## src/rtl/sap_apb_fabric_pkg.sv

```systemverilog
// Shared configuration for the SAP APB fabric: bus widths, slave count,
// watchdog default and FSM state encodings.
package sap_apb_fabric_pkg;

  localparam int APB_DATA_WIDTH     = 32;
  localparam int PSELX_WIDTH        = 3;
  localparam int SAP_NUM_APB_SLAVES = 7;
  localparam int SAP_APB_TIMEOUT    = 64;
  localparam int SAP_ERR_CNT_WIDTH  = 8;

  localparam logic [1:0] ST_IDLE_ENC       = 2'd0;
  localparam logic [1:0] ST_ACCESS_ENC     = 2'd1;
  localparam logic [1:0] ST_ERR_ACCESS_ENC = 2'd2;

  typedef enum logic [1:0] {
    ST_IDLE       = ST_IDLE_ENC,
    ST_ACCESS     = ST_ACCESS_ENC,
    ST_ERR_ACCESS = ST_ERR_ACCESS_ENC
  } apb_state_e;

endpackage

```

## src/rtl/sap_apb_fabric_resp_mux.sv

```systemverilog
// Combinational response selector: picks PREADY/PSLVERR/PRDATA of the slave
// addressed by the latched select index (index k -> slave k-1).
module sap_apb_resp_mux
  import sap_apb_fabric_pkg::*;
#(
  parameter int NUM_SLAVES = SAP_NUM_APB_SLAVES,
  parameter int SEL_W      = PSELX_WIDTH,
  parameter int DATA_W     = APB_DATA_WIDTH
) (
  input  logic [SEL_W-1:0]             sel,
  input  logic [NUM_SLAVES-1:0]        s_pready,
  input  logic [NUM_SLAVES-1:0]        s_pslverr,
  input  logic [NUM_SLAVES*DATA_W-1:0] s_prdata,
  output logic                         pready,
  output logic                         pslverr,
  output logic [DATA_W-1:0]            prdata
);

  always_comb begin
    pready  = 1'b0;
    pslverr = 1'b0;
    prdata  = '0;
    for (int j = 0; j < NUM_SLAVES; j++) begin
      if (sel == SEL_W'(j + 1)) begin
        pready  = s_pready[j];
        pslverr = s_pslverr[j];
        prdata  = s_prdata[j*DATA_W +: DATA_W];
      end
    end
  end

endmodule

```

## src/rtl/sap_apb_fabric.sv

```systemverilog
// APB fabric between the SAP master wrapper and N security slaves: decode,
// lock/decode error responses, PREADY watchdog and saturating error counters.
module sap_apb_fabric
  import sap_apb_fabric_pkg::*;
#(
  parameter int NUM_SLAVES     = SAP_NUM_APB_SLAVES,
  parameter int SEL_W          = PSELX_WIDTH,
  parameter int DATA_W         = APB_DATA_WIDTH,
  parameter int TIMEOUT_CYCLES = SAP_APB_TIMEOUT,
  parameter int CNT_W          = SAP_ERR_CNT_WIDTH
) (
  input  logic                         PCLK,
  input  logic                         PRESET,
  input  logic [SEL_W-1:0]             m_psel_idx,
  input  logic                         m_penable,
  output logic                         m_pready,
  output logic                         m_pslverr,
  output logic [DATA_W-1:0]            m_prdata,
  input  logic [NUM_SLAVES-1:0]        slave_lock,
  output logic [NUM_SLAVES-1:0]        s_psel,
  output logic                         s_penable,
  input  logic [NUM_SLAVES-1:0]        s_pready,
  input  logic [NUM_SLAVES-1:0]        s_pslverr,
  input  logic [NUM_SLAVES*DATA_W-1:0] s_prdata,
  output logic [CNT_W-1:0]             timeout_cnt,
  output logic [CNT_W-1:0]             decode_err_cnt,
  output logic [SEL_W-1:0]             last_err_idx
);

  apb_state_e        state_q, state_d;
  logic [SEL_W-1:0]  sel_q, sel_d;
  logic [15:0]       tcnt_q, tcnt_d;
  logic [CNT_W-1:0]  timeout_cnt_q, timeout_cnt_d;
  logic [CNT_W-1:0]  decode_err_cnt_q, decode_err_cnt_d;
  logic [SEL_W-1:0]  last_err_idx_q, last_err_idx_d;

  logic [NUM_SLAVES-1:0] setup_oh;
  logic [NUM_SLAVES-1:0] sel_oh;
  logic                  setup_valid;
  logic                  mux_pready;
  logic                  mux_pslverr;
  logic [DATA_W-1:0]     mux_prdata;

  function automatic logic [CNT_W-1:0] sat_inc(input logic [CNT_W-1:0] v);
    return (&v) ? v : v + CNT_W'(1);
  endfunction

  // Out-of-range indices produce an all-zero one-hot, which makes them invalid.
  always_comb begin
    setup_oh = '0;
    sel_oh   = '0;
    for (int j = 0; j < NUM_SLAVES; j++) begin
      setup_oh[j] = (m_psel_idx == SEL_W'(j + 1));
      sel_oh[j]   = (sel_q == SEL_W'(j + 1));
    end
    setup_valid = |(setup_oh & ~slave_lock);
  end

  sap_apb_resp_mux #(
    .NUM_SLAVES (NUM_SLAVES),
    .SEL_W      (SEL_W),
    .DATA_W     (DATA_W)
  ) u_resp_mux (
    .sel       (sel_q),
    .s_pready  (s_pready),
    .s_pslverr (s_pslverr),
    .s_prdata  (s_prdata),
    .pready    (mux_pready),
    .pslverr   (mux_pslverr),
    .prdata    (mux_prdata)
  );

  always_comb begin
    state_d          = state_q;
    sel_d            = sel_q;
    tcnt_d           = tcnt_q;
    timeout_cnt_d    = timeout_cnt_q;
    decode_err_cnt_d = decode_err_cnt_q;
    last_err_idx_d   = last_err_idx_q;
    m_pready         = 1'b1;
    m_pslverr        = 1'b0;
    m_prdata         = '0;
    s_psel           = '0;
    s_penable        = 1'b0;

    unique case (state_q)
      ST_IDLE: begin
        if ((m_psel_idx != '0) && !m_penable) begin
          sel_d  = m_psel_idx;
          tcnt_d = '0;
          if (setup_valid) begin
            s_psel  = setup_oh;
            state_d = ST_ACCESS;
          end else begin
            state_d = ST_ERR_ACCESS;
          end
        end
      end

      ST_ACCESS: begin
        s_psel    = sel_oh;
        s_penable = m_penable;
        m_pready  = mux_pready;
        m_pslverr = mux_pslverr;
        m_prdata  = mux_prdata;
        if (mux_pready) begin
          state_d = ST_IDLE;
        end else if (tcnt_q == 16'(TIMEOUT_CYCLES - 1)) begin
          // Watchdog forces an error completion; the slave keeps PSEL no longer.
          m_pready       = 1'b1;
          m_pslverr      = 1'b1;
          m_prdata       = '0;
          timeout_cnt_d  = sat_inc(timeout_cnt_q);
          last_err_idx_d = sel_q;
          state_d        = ST_IDLE;
        end else begin
          tcnt_d = tcnt_q + 16'd1;
        end
      end

      ST_ERR_ACCESS: begin
        if (m_penable) begin
          m_pslverr        = 1'b1;
          decode_err_cnt_d = sat_inc(decode_err_cnt_q);
          last_err_idx_d   = sel_q;
          state_d          = ST_IDLE;
        end
      end

      default: state_d = ST_IDLE;
    endcase

    // The SETUP decode is combinational, so gate it while reset is held.
    if (PRESET) begin
      s_psel    = '0;
      s_penable = 1'b0;
      m_pready  = 1'b1;
      m_pslverr = 1'b0;
      m_prdata  = '0;
    end
  end

  always_ff @(posedge PCLK or posedge PRESET) begin
    if (PRESET) begin
      state_q          <= ST_IDLE;
      sel_q            <= '0;
      tcnt_q           <= '0;
      timeout_cnt_q    <= '0;
      decode_err_cnt_q <= '0;
      last_err_idx_q   <= '0;
    end else begin
      state_q          <= state_d;
      sel_q            <= sel_d;
      tcnt_q           <= tcnt_d;
      timeout_cnt_q    <= timeout_cnt_d;
      decode_err_cnt_q <= decode_err_cnt_d;
      last_err_idx_q   <= last_err_idx_d;
    end
  end

  assign timeout_cnt    = timeout_cnt_q;
  assign decode_err_cnt = decode_err_cnt_q;
  assign last_err_idx   = last_err_idx_q;

endmodule

```

## config.mk

```make
export PLATFORM = sky130hd
export DESIGN_NAME = sap_apb_fabric
export DESIGN_NICKNAME = d
export VERILOG_FILES = /design/src/rtl/sap_apb_fabric_pkg.sv /design/src/rtl/sap_apb_fabric_resp_mux.sv /design/src/rtl/sap_apb_fabric.sv
export SDC_FILE = /design/constraint.sdc
export NUM_CORES = 1
export LEC_CHECK = 0
export BUFFER_PORTS_ARGS = -buffer_cell sky130_fd_sc_hd__buf_4
export CORE_AREA = 2 2 121 123
export DETAILED_ROUTE_END_ITERATION = 10
export DIE_AREA = 0 0 123 125
export PLACE_DENSITY = 0.72
export SETUP_SLACK_MARGIN = 0.15
export SLEW_MARGIN = 0
export SYNTH_ARGS = -nofsm -noshare
export SYNTH_HDL_FRONTEND = slang
export SYNTH_SLANG_ARGS = --single-unit
export TNS_END_PERCENT = 100
```

## constraint.sdc

```tcl
create_clock -name PCLK -period 2.9 [get_ports PCLK]
set_input_delay 0.29 -clock PCLK [delete_from_list [all_inputs] [get_ports PCLK]]
set_output_delay 0.29 -clock PCLK [all_outputs]
set_load 0.01 [all_outputs]
```

# Word level (Yosys, flattened, before mapping)
# Cells that the tools add are included.
# totals
input_bits	251
out_inout_bits	61
register_bits	40
# classes
n_addsub	3
n_bitwise	5
n_mux	54
n_reduce_logical	15
eq_ne	23
# op_table
cell	count
$mux W32	11
$mux W16	3
$pmux W16 S2	1
$eq A3 B3 Y1 const B	8
$mux W1	24
$mux W7	3
$add A16 B1 Y16 const B	1
$add A8 B1 Y8 const B	2
$eq A16 B6 Y1 const B	1
$reduce_and A8 Y1	2
$pmux W7 S2	1
$eq A3 B2 Y1 const B	4
$reduce_and A4 Y1	3
$mux W2	5
$ne A2 B2 Y1 const B	5
$mux W3	3
$and A7 B7 Y7	1
$not A7 Y7	1
$reduce_or A7 Y1	1
$eq A3 B1 Y1 const B	2
$pmux W2 S3	1
$pmux W3 S2	1
$reduce_and A3 Y1	2
$reduce_bool A2 Y1	2
other kinds (10)	12

# Logic depth before layout (Yosys ltp)
# Gate-level depths: netlist of run 1.
# depth
word_depth	12
ltp_mapped	10
ltp_nobuf	8

# By module
# From an unflattened synthesis of run 1, not the netlist that was laid out.
# hier_totals
hier_cells	589
hier_area_um2	4865.9
# by_module_without_submodules
mod	n_inst	seq_area_each_um2	area_per_inst_um2	cells_per_inst
sap_apb_fabric	1	1001.0	2792.7	310
sap_apb_resp_mux	1	0.0	2073.2	279

# Worst setup path before layout of run 1
# Ideal clock, no wire load.
# synth_path
path_type	register to output
from	reg sel_q[2]
to	out m_prdata[10]
stages_incl_launch_ff	10
t_arrival_ns	1.960
slack_ns	0.650
path_cell_list	dfrtp_1 > buf_2 > or3b_2 > o21ai_2 > a21oi_1 > and3_1 > buf_2 > nand2b_4 > buf_2 > nor2_1
# synth_between
elab_chain_len	12
# synth_rtl
item	line_no	text
from (decl)	sap_apb_fabric.sv:31	logic [SEL_W-1:0] sel_q, sel_d;
from (signal assigned)	sap_apb_fabric.sv:153	sel_q <= sel_d;
$eq A3 B1 Y1	sap_apb_fabric_resp_mux.sv:24	if (sel == SEL_W'(j + 1)) begin
$mux W32 (7 in a row)	sap_apb_fabric_resp_mux.sv:24	
$mux W32	sap_apb_fabric.sv:108	end else if (tcnt_q == 16'(TIMEOUT_CYCLES - 1)) begin
$mux W32 *	sap_apb_fabric.sv:106	if (mux_pready) begin
$mux W32 *	sap_apb_fabric.sv:86	unique case (state_q)
$mux W32 *	sap_apb_fabric.sv:134	if (PRESET) begin
to (decl)	sap_apb_fabric.sv:18	output logic [DATA_W-1:0] m_prdata,
# Mark *: on every way between the ends. The rest lies on a longest branch, timed or not.

# Worst setup path in the final report of run 1
# layout_path
from	reg sel_q[1]
to	out m_prdata[26]
# Same word-level chain as after synthesis.

==> results of run 1 <==
-- cells by family (layout without fill, tap and decap cells) --
family	after synthesis	count (layout)	synth area share [%]
AOI/OAI and AO/OA	137	137	19.8
xor gates and xnor gates	14	14	2.76
adders and majority gates	6	6	1.69
buffers and inverters	53	341	5.27
DFF	40	40	22.6
muxes	76	76	27.4
other	0	1	0
and+or+nand+nor	180	181	20.5
-- routing by layer --
metal / vias up / wire length (um) / part of all wire [%]
met2: 302 / 9110 / 47
met1: 2617 / 7710 / 39
met4: 2 / 445 / 2.3
met5: - / 13 / 0.067
li1: 2507 / - / -
met3: 36 / 2240 / 11
-- through the flow --
step / utilization (%) / hold slack [ns]
2_1_floorplan: - / 0.481
3_3_place_gp: 48.7 / 0.252
3_5_place_dp: 48.7 / 0.253
4_1_cts: 50.2 / 0.310
5_1_grt: 50.5 / 0.316
6_report: 50.5 / 0.314
-- layout make-up --
cell class / instances / area, um2
Antenna cell: 1 / 2.50
Clock buffer: 5 / 125
Clock inverter: 2 / 60.1
Fill cell: 1390 / 7030
Inverter: 9 / 33.8
Multi-Input combinational cell: 414 / 3230
Sequential cell: 40 / 1010
Tap cell: 184 / 230
Timing Repair Buffer: 325 / 2470
-- worst register-to-register path: stages (launching register included) --
cell	delay [ns]
dfrtp_1	0.42
inv_1	0.11
ha_1	0.21
nor2b_2	0.24
a21oi_1	0.28
a211oi_1	0.42
inv_1	0.14
or4_1	0.49
a21oi_1	0.16
-- worst paths after layout --
kind,from,end
worst max-delay path,sel_q[1],m_prdata[26]
worst min-delay path,m_psel_idx[0],sel_q[0]
worst max register to register,state_q[0],tcnt_q[12]
worst min register to register,timeout_cnt[5],timeout_cnt[5]
max in group asynchronous,PRESET,sel_q[1]
min in group asynchronous,PRESET,state_q[0]
-- layout by cell type, fill, tap and decap left out, drive strengths merged, types with 2 or more instances in the layout --
| master | instances |
|---|---|
| buf | 324 |
| nor2 | 73 |
| a21oi | 56 |
| dfrtp | 40 |
| mux2 | 35 |
| a22oi | 34 |
| mux4 | 33 |
| nand2 | 24 |
| nand3 | 17 |
| o21ai | 16 |
| or3 | 12 |
| inv | 9 |
| nand4 | 9 |
| nor2b | 9 |
| mux2i | 8 |
| xnor2 | 8 |
| xor2 | 6 |
| ha | 6 |
| and3 | 6 |
| o31ai | 5 |
| or4 | 5 |
| clkbuf | 5 |
| and4 | 5 |
| nand2b | 5 |
| nor4 | 4 |
| nor3 | 4 |
| o22ai | 4 |
| o22a | 3 |
| a21boi | 3 |
| nand3b | 2 |
| a21o | 2 |
| o2bb2ai | 2 |
| a22o | 2 |
| o21a | 2 |
| bufinv | 2 |
| a211oi | 2 |
-- registers in the layout, summed over array words and instances (netlist names) --
signal          count
tcnt_q             16
timeout_cnt         8
sel_q               3
decode_err_cnt      8
state_q             2
last_err_idx        3
-- power breakdown --
part	internal, mW	switching, mW	total, mW
clock network	0.489	0.232	0.721
registers	0.662	0.173	0.835
logic	1.61	1.68	3.30
total	2.77	2.09	4.85
-- timing repair --
item                                   in CTS  in global routing
setup endpoints to repair                   2                 38
hold buffers                                1                  0
gates cloned                                0                  1
resized for setup                           2                  8
setup buffers                               0                  1
endpoints found under the hold margin       4                  0
==> flow_summary_export.csv, run 1 <==
group,metric,value,unit
status,status,"finished clean",
setup_path,crit_buf_inv,1,
sta,period_share,91.7,%
synthesis,synth_top_area_share,22.6,%
setup_path,worst-path-stages,7,
setup_path,startpoint_type,"flop",
global_routing,use_met2,37.8,%
global_routing,overflow,0,
setup_path,crit_family,"simple AND/OR/NAND/NOR gates",
synthesis,synth_warnings,0,
clock_network,cts_buffers,5,
synthesis,synth-edff-count,0,
synthesis,syn_area,4440,um2
synthesis,syn_nets,763,
sta,worst_slack,0.242,ns
synthesis,seq_area_frac_synth,22.6,%
die,pin_count,312,
setup_path,crit_chain,"or3b_2 -> o21ai_2 -> a21oi_1 -> and3_4 -> nand2b_4 -> nor2_1 -> buf_4",
global_routing,grt.busiest_layer,"met2",
placement,gp_congestion,0.901,
sta,worst_slew_pin_slew,0.816,ns
global_routing,antenna_found_initial,2,
routing,drtIter0Drc,335,
synthesis,synth_common_cells,"nor2_1, a21oi_1, dfrtp_1",
layout,syn2layout_area_growth,61.7,%
global_routing,grt_max_degree,73,
sta,relSlewSlack,45.6,%
synthesis,ys_types,58,
sta,fin_worst_skew,0.00517,ns
setup_path,path_class,"reg2out",
power_and_ir_drop,peakVddDrop,385,uV
die,row_count,44,
clock_network,cts_tree,"built",
global_routing,met3_usage,8.44,%
hold_path,holdPathStages,2,
layout,final_area,7170,um2
layout,nNetsFinal,1052,
setup_path,crit_path_end_kind,"primary output",
synthesis,netlist_instances,506,
global_routing,use_met1,31.1,%
placement,io_buffers,311,
clock_network,cts_sinks,40,
global_routing,first_global_vias,5210,
setup_path,reg2reg_slack,0.36,ns
synthesis,synth_most_common_cell,"nor2_1",
routing,vias,5464,
power_and_ir_drop,fin_total_pwr,4.85,mW
clock_network,h-tree-depth,2,
layout,final_cells,980,
setup_path,cpMaxStageDelayCell,"dfrtp_4",
die,die_height,125,um
layout,drive_gt1_share,52.5,%
synthesis,ys_ff_latch,40,
placement,hpwl,15100,um
clock_network,path_clk_slew,0.06,ns
global_routing,grt_pass1_wl,28700,um
setup_path,r2r_cells,8,
setup_path,crit_arrival,2.37,ns
flow_run,max_cap_viol_count,0,
routing,detail-route-antenna-nets,0,
die,coreArea,14200,um2
placement,dp_slack,0.409,ns
placement,post_dp_cell_area,6920,um2
power_and_ir_drop,p_per_area,677,nW/um2
clock_network,clockRootBuffer,"clkbuf_16",
sta,fmax,0.376,GHz
power_and_ir_drop,leakage,3.29,nW
synthesis,syn_area_per_cell,8.77,um2
sta,hold_viol_final,0,
synthesis,async_flop_share,100,%
synthesis,synth_top_flop_cell,"dfrtp_1",
setup_path,critical_path.max_stage_delay,0.53,ns
sta,fin_setup_tns,0,ns
sta,setup_viol,0,
sta,fin_crit,2.66,ns
routing,drt-total-wl,19500,um
sta,slew_viol_final,0,
clock_network,clock_latency,0.28,ns
synthesis,synth_top_area_cell,"dfrtp_1",
clock_network,clock_path_buffers,2,
routing,drtPass1Iterations,5,
die,dieArea,15400,um2
die,start_util,31.2,%
hold_path,hp-class,"in2reg",
global_routing,track_usage,23.9,%
placement,dpl.cell_count,969,
die,die_w,123,um
routing,routedWlPerCell,19.9,um
sta,grt_setup_unrepaired,"yes",
routing,route.detailed.drc,0,
synthesis,synth_area_leaders,"dfrtp_1, mux4_2, mux2_2",
setup_path,cp_max_fo,16,
routing,viasPerCell,5.58,
setup_path,required,2.61,ns
Note: power is estimated with default switching activity, not from simulation.
==> run 2, diff against run 1 <==
--- a/config.mk
+++ b/config.mk
@@ -6,10 +6,10 @@
 export NUM_CORES = 1
 export LEC_CHECK = 0
 export BUFFER_PORTS_ARGS = -buffer_cell sky130_fd_sc_hd__buf_4
-export CORE_AREA = 2 2 121 123
+export CORE_AREA = 2 2 122 124
 export DETAILED_ROUTE_END_ITERATION = 10
-export DIE_AREA = 0 0 123 125
-export PLACE_DENSITY = 0.72
+export DIE_AREA = 0 0 124 126
+export PLACE_DENSITY = 0.74
 export SETUP_SLACK_MARGIN = 0.15
 export SLEW_MARGIN = 0
 export SYNTH_ARGS = -nofsm -noshare
==> constraint.sdc (replaced) <==
create_clock -name PCLK -period 2.4 [get_ports PCLK]
set_input_delay 0.24 -clock PCLK [delete_from_list [all_inputs] [get_ports PCLK]]
set_output_delay 0.24 -clock PCLK [all_outputs]
set_load 0.01 [all_outputs]
==> run 2 against run 1 <==
Against the previous run:
- the run now ends with setup timing left
- critical endpoint is now m_prdata[23]
- hold slack improved by 0.013 ns
- total power up 47%
- register-to-register slack lost 0.18 ns
- non-clock buffer count is 43 higher
- design area rose by 15%
- via count up 3.3%
- combinational power rose by 65%
==> flow_summary_export.csv, run 2 (same netlist as run 1, synthesis figures left out) <==
group,metric,value,unit
clock_network,clockRootBuffer,"clkbuf_16",
routing,drt-total-wl,21000,um
sta,setup_viol,32,
status,violations,"setup timing",
setup_path,cp_max_fo,8,
global_routing,antenna_found_initial,4,
sta,fmax,0.406,GHz
clock_network,cts_buffers,5,
power_and_ir_drop,power.switching,3.14,mW
power_and_ir_drop,leakage,3.64,nW
layout,syn2layout_area_growth,85.6,%
setup_path,path_class,"reg2out",
sta,relSlewSlack,54.7,%
global_routing,first_global_vias,5641,
power_and_ir_drop,p_clk_share,10.4,%
power_and_ir_drop,p_int,3.98,mW
routing,drtIter0Drc,333,
global_routing,grt_pass1_wl,30500,um
routing,routedWlPerCell,20.4,um
die,die_height,126,um
die,row_count,44,
placement,gp_congestion,0.804,
sta,worst_slack,-0.0606,ns
routing,viasPerCell,5.51,
clock_network,h-tree-depth,2,
die,start_util,31.0,%
setup_path,startpoint_type,"flop",
layout,final_cell_mix,"buf_4, nor2_1, buf_6",
sta,period_share,103,%
layout,largest_register_ffs,16,
layout,post-route-util,57.5,%
die,die_w,124,um
routing,route.detailed.drc,0,
placement,post_dp_cell_area,7080,um2
placement,hpwl,15400,um
sta,fin_crit,2.46,ns
global_routing,overflow,0,
layout,fill_cells,1240,
placement,dpl.cell_count,985,
clock_network,cts_sinks,40,
layout,layout_commonest_cell,"buf_4",
sta,fin_setup_tns,-1.34,ns
layout,final_cells,1025,
sta,slew_viol_final,0,
layout,final_area,8230,um2
sta,grt_setup_unrepaired,"yes",
layout,drive_gt1_share,62.8,%
power_and_ir_drop,swShare,44.1,%
routing,detail-route-antenna-nets,0,
die,coreArea,14300,um2
die,dieArea,15600,um2
die,pin_count,312,
hold_path,hp-class,"in2reg",
layout,regMostFlops,"tcnt_q",
global_routing,track_usage,25.4,%
layout,nNetsFinal,1094,
placement,io_buffers,311,
power_and_ir_drop,p_comb_share,76.2,%
routing,drtPass1Iterations,5,
power_and_ir_drop,p_per_area,865,nW/um2
sta,hold_viol_final,0,
routing,vias,5645,
global_routing,grt_max_degree,54,
clock_network,clock_path_buffers,2,
clock_network,cts_tree,"built",
setup_path,required,2.16,ns
power_and_ir_drop,peakVddDrop,467,uV
setup_path,crit_path_end_kind,"primary output",
flow_run,max_cap_viol_count,0,
clock_network,path_clk_slew,0.06,ns
status,status,"complete, but fails checks",
sta,fin_worst_skew,0.00485,ns
setup_path,crit_arrival,2.22,ns
clock_network,clock_latency,0.28,ns
sta,worst_slew_pin_slew,0.675,ns
power_and_ir_drop,power_frac_seq,13.4,%
## run 2: cell count changes in the layout (fill, tap and decap cells not counted), moves of 3 or more
cell and change:
buf_6 +39, nor2_2 +3, buf_16 +3, buf_12 +7, a21oi_1 -18, buf_4 -8, nor2_4 +31, nor2_1 -34
a21oi_2 +17, inv_1 -3
## run 2: worst max-delay path, cell delays in order, from the launching register on
cell and delay (ns):
dfrtp_1 0.42, nor4_1 0.34, and4_4 0.33, and3_4 0.20, nand2b_4 0.17, buf_12 0.13, buf_16 0.16, nor2_2 0.04
buf_4 0.14
## run 2: what timing repair did
action / 4_1_cts / 5_1_grt
hold buffers: 1 / 0
endpoints found under the hold margin: 2 / 0
pin swaps: 40 / 11
resized for setup: 136 / 34
endpoints found under the setup margin: 56 / 51
buffers inserted: 16 / 8
gates cloned: 4 / 0
## run 2: path summary, 6_finish.rpt
check	startpoint	to	slack, ns	cells after the start
worst max-delay path	tcnt_q[11]	m_prdata[23]	-0.06	8
worst min-delay path	m_psel_idx[0]	sel_q[0]	0.33	2
worst max register to register	sel_q[1]	tcnt_q[11]	0.18	8
worst min register to register	timeout_cnt[5]	timeout_cnt[5]	0.50	1
max in group asynchronous	PRESET	sel_q[1]	1.19	4
min in group asynchronous	PRESET	state_q[0]	0.45	3
## run 2: layout make-up
class	count	area (um2)	share of cell area [%]
clock inverter	2	35.0	0.426
inverter	9	37.5	0.456
multi-input combinational	413	3660	44.4
tap	184	230	2.80
antenna	3	7.51	0.0912
clock buffer	6	129	1.57
sequential	40	1010	12.3
timing repair buffer	368	3120	38.0
## run 2: through the flow
stage	hold WS (ns)	power (mW)	setup slack, ns
finish	0.328	7.12	-0.0606
global route	0.350	7.60	-0.126
CTS	0.298	6.87	-0.00444
detailed placement	0.178	5.17	0.0236
global placement	0.177	5.14	0.0572
floorplan	0.473	3.72	0.200
## run 2: power groups by stage
| stage | combinational (mW) | clock [mW] | sequential [mW] |
|---|---|---|---|
| floorplan | 2.80 | 0 | 0.916 |
| global placement | 4.17 | 0 | 0.965 |
| detailed placement | 4.20 | 0 | 0.968 |
| CTS | 5.16 | 0.757 | 0.953 |
| global route | 5.84 | 0.784 | 0.973 |
| finish | 5.43 | 0.738 | 0.954 |
## run 2: routing by layer
layer / routed length (um) / vias to the layer above / track usage (%)
met2: 10400 / 275 / 43.6
met3: 1790 / 60 / 5.80
li1: - / 2592 / -
met5: 8 / - / 0
met1: 7920 / 2716 / 30.8
met4: 866 / 2 / 9.32
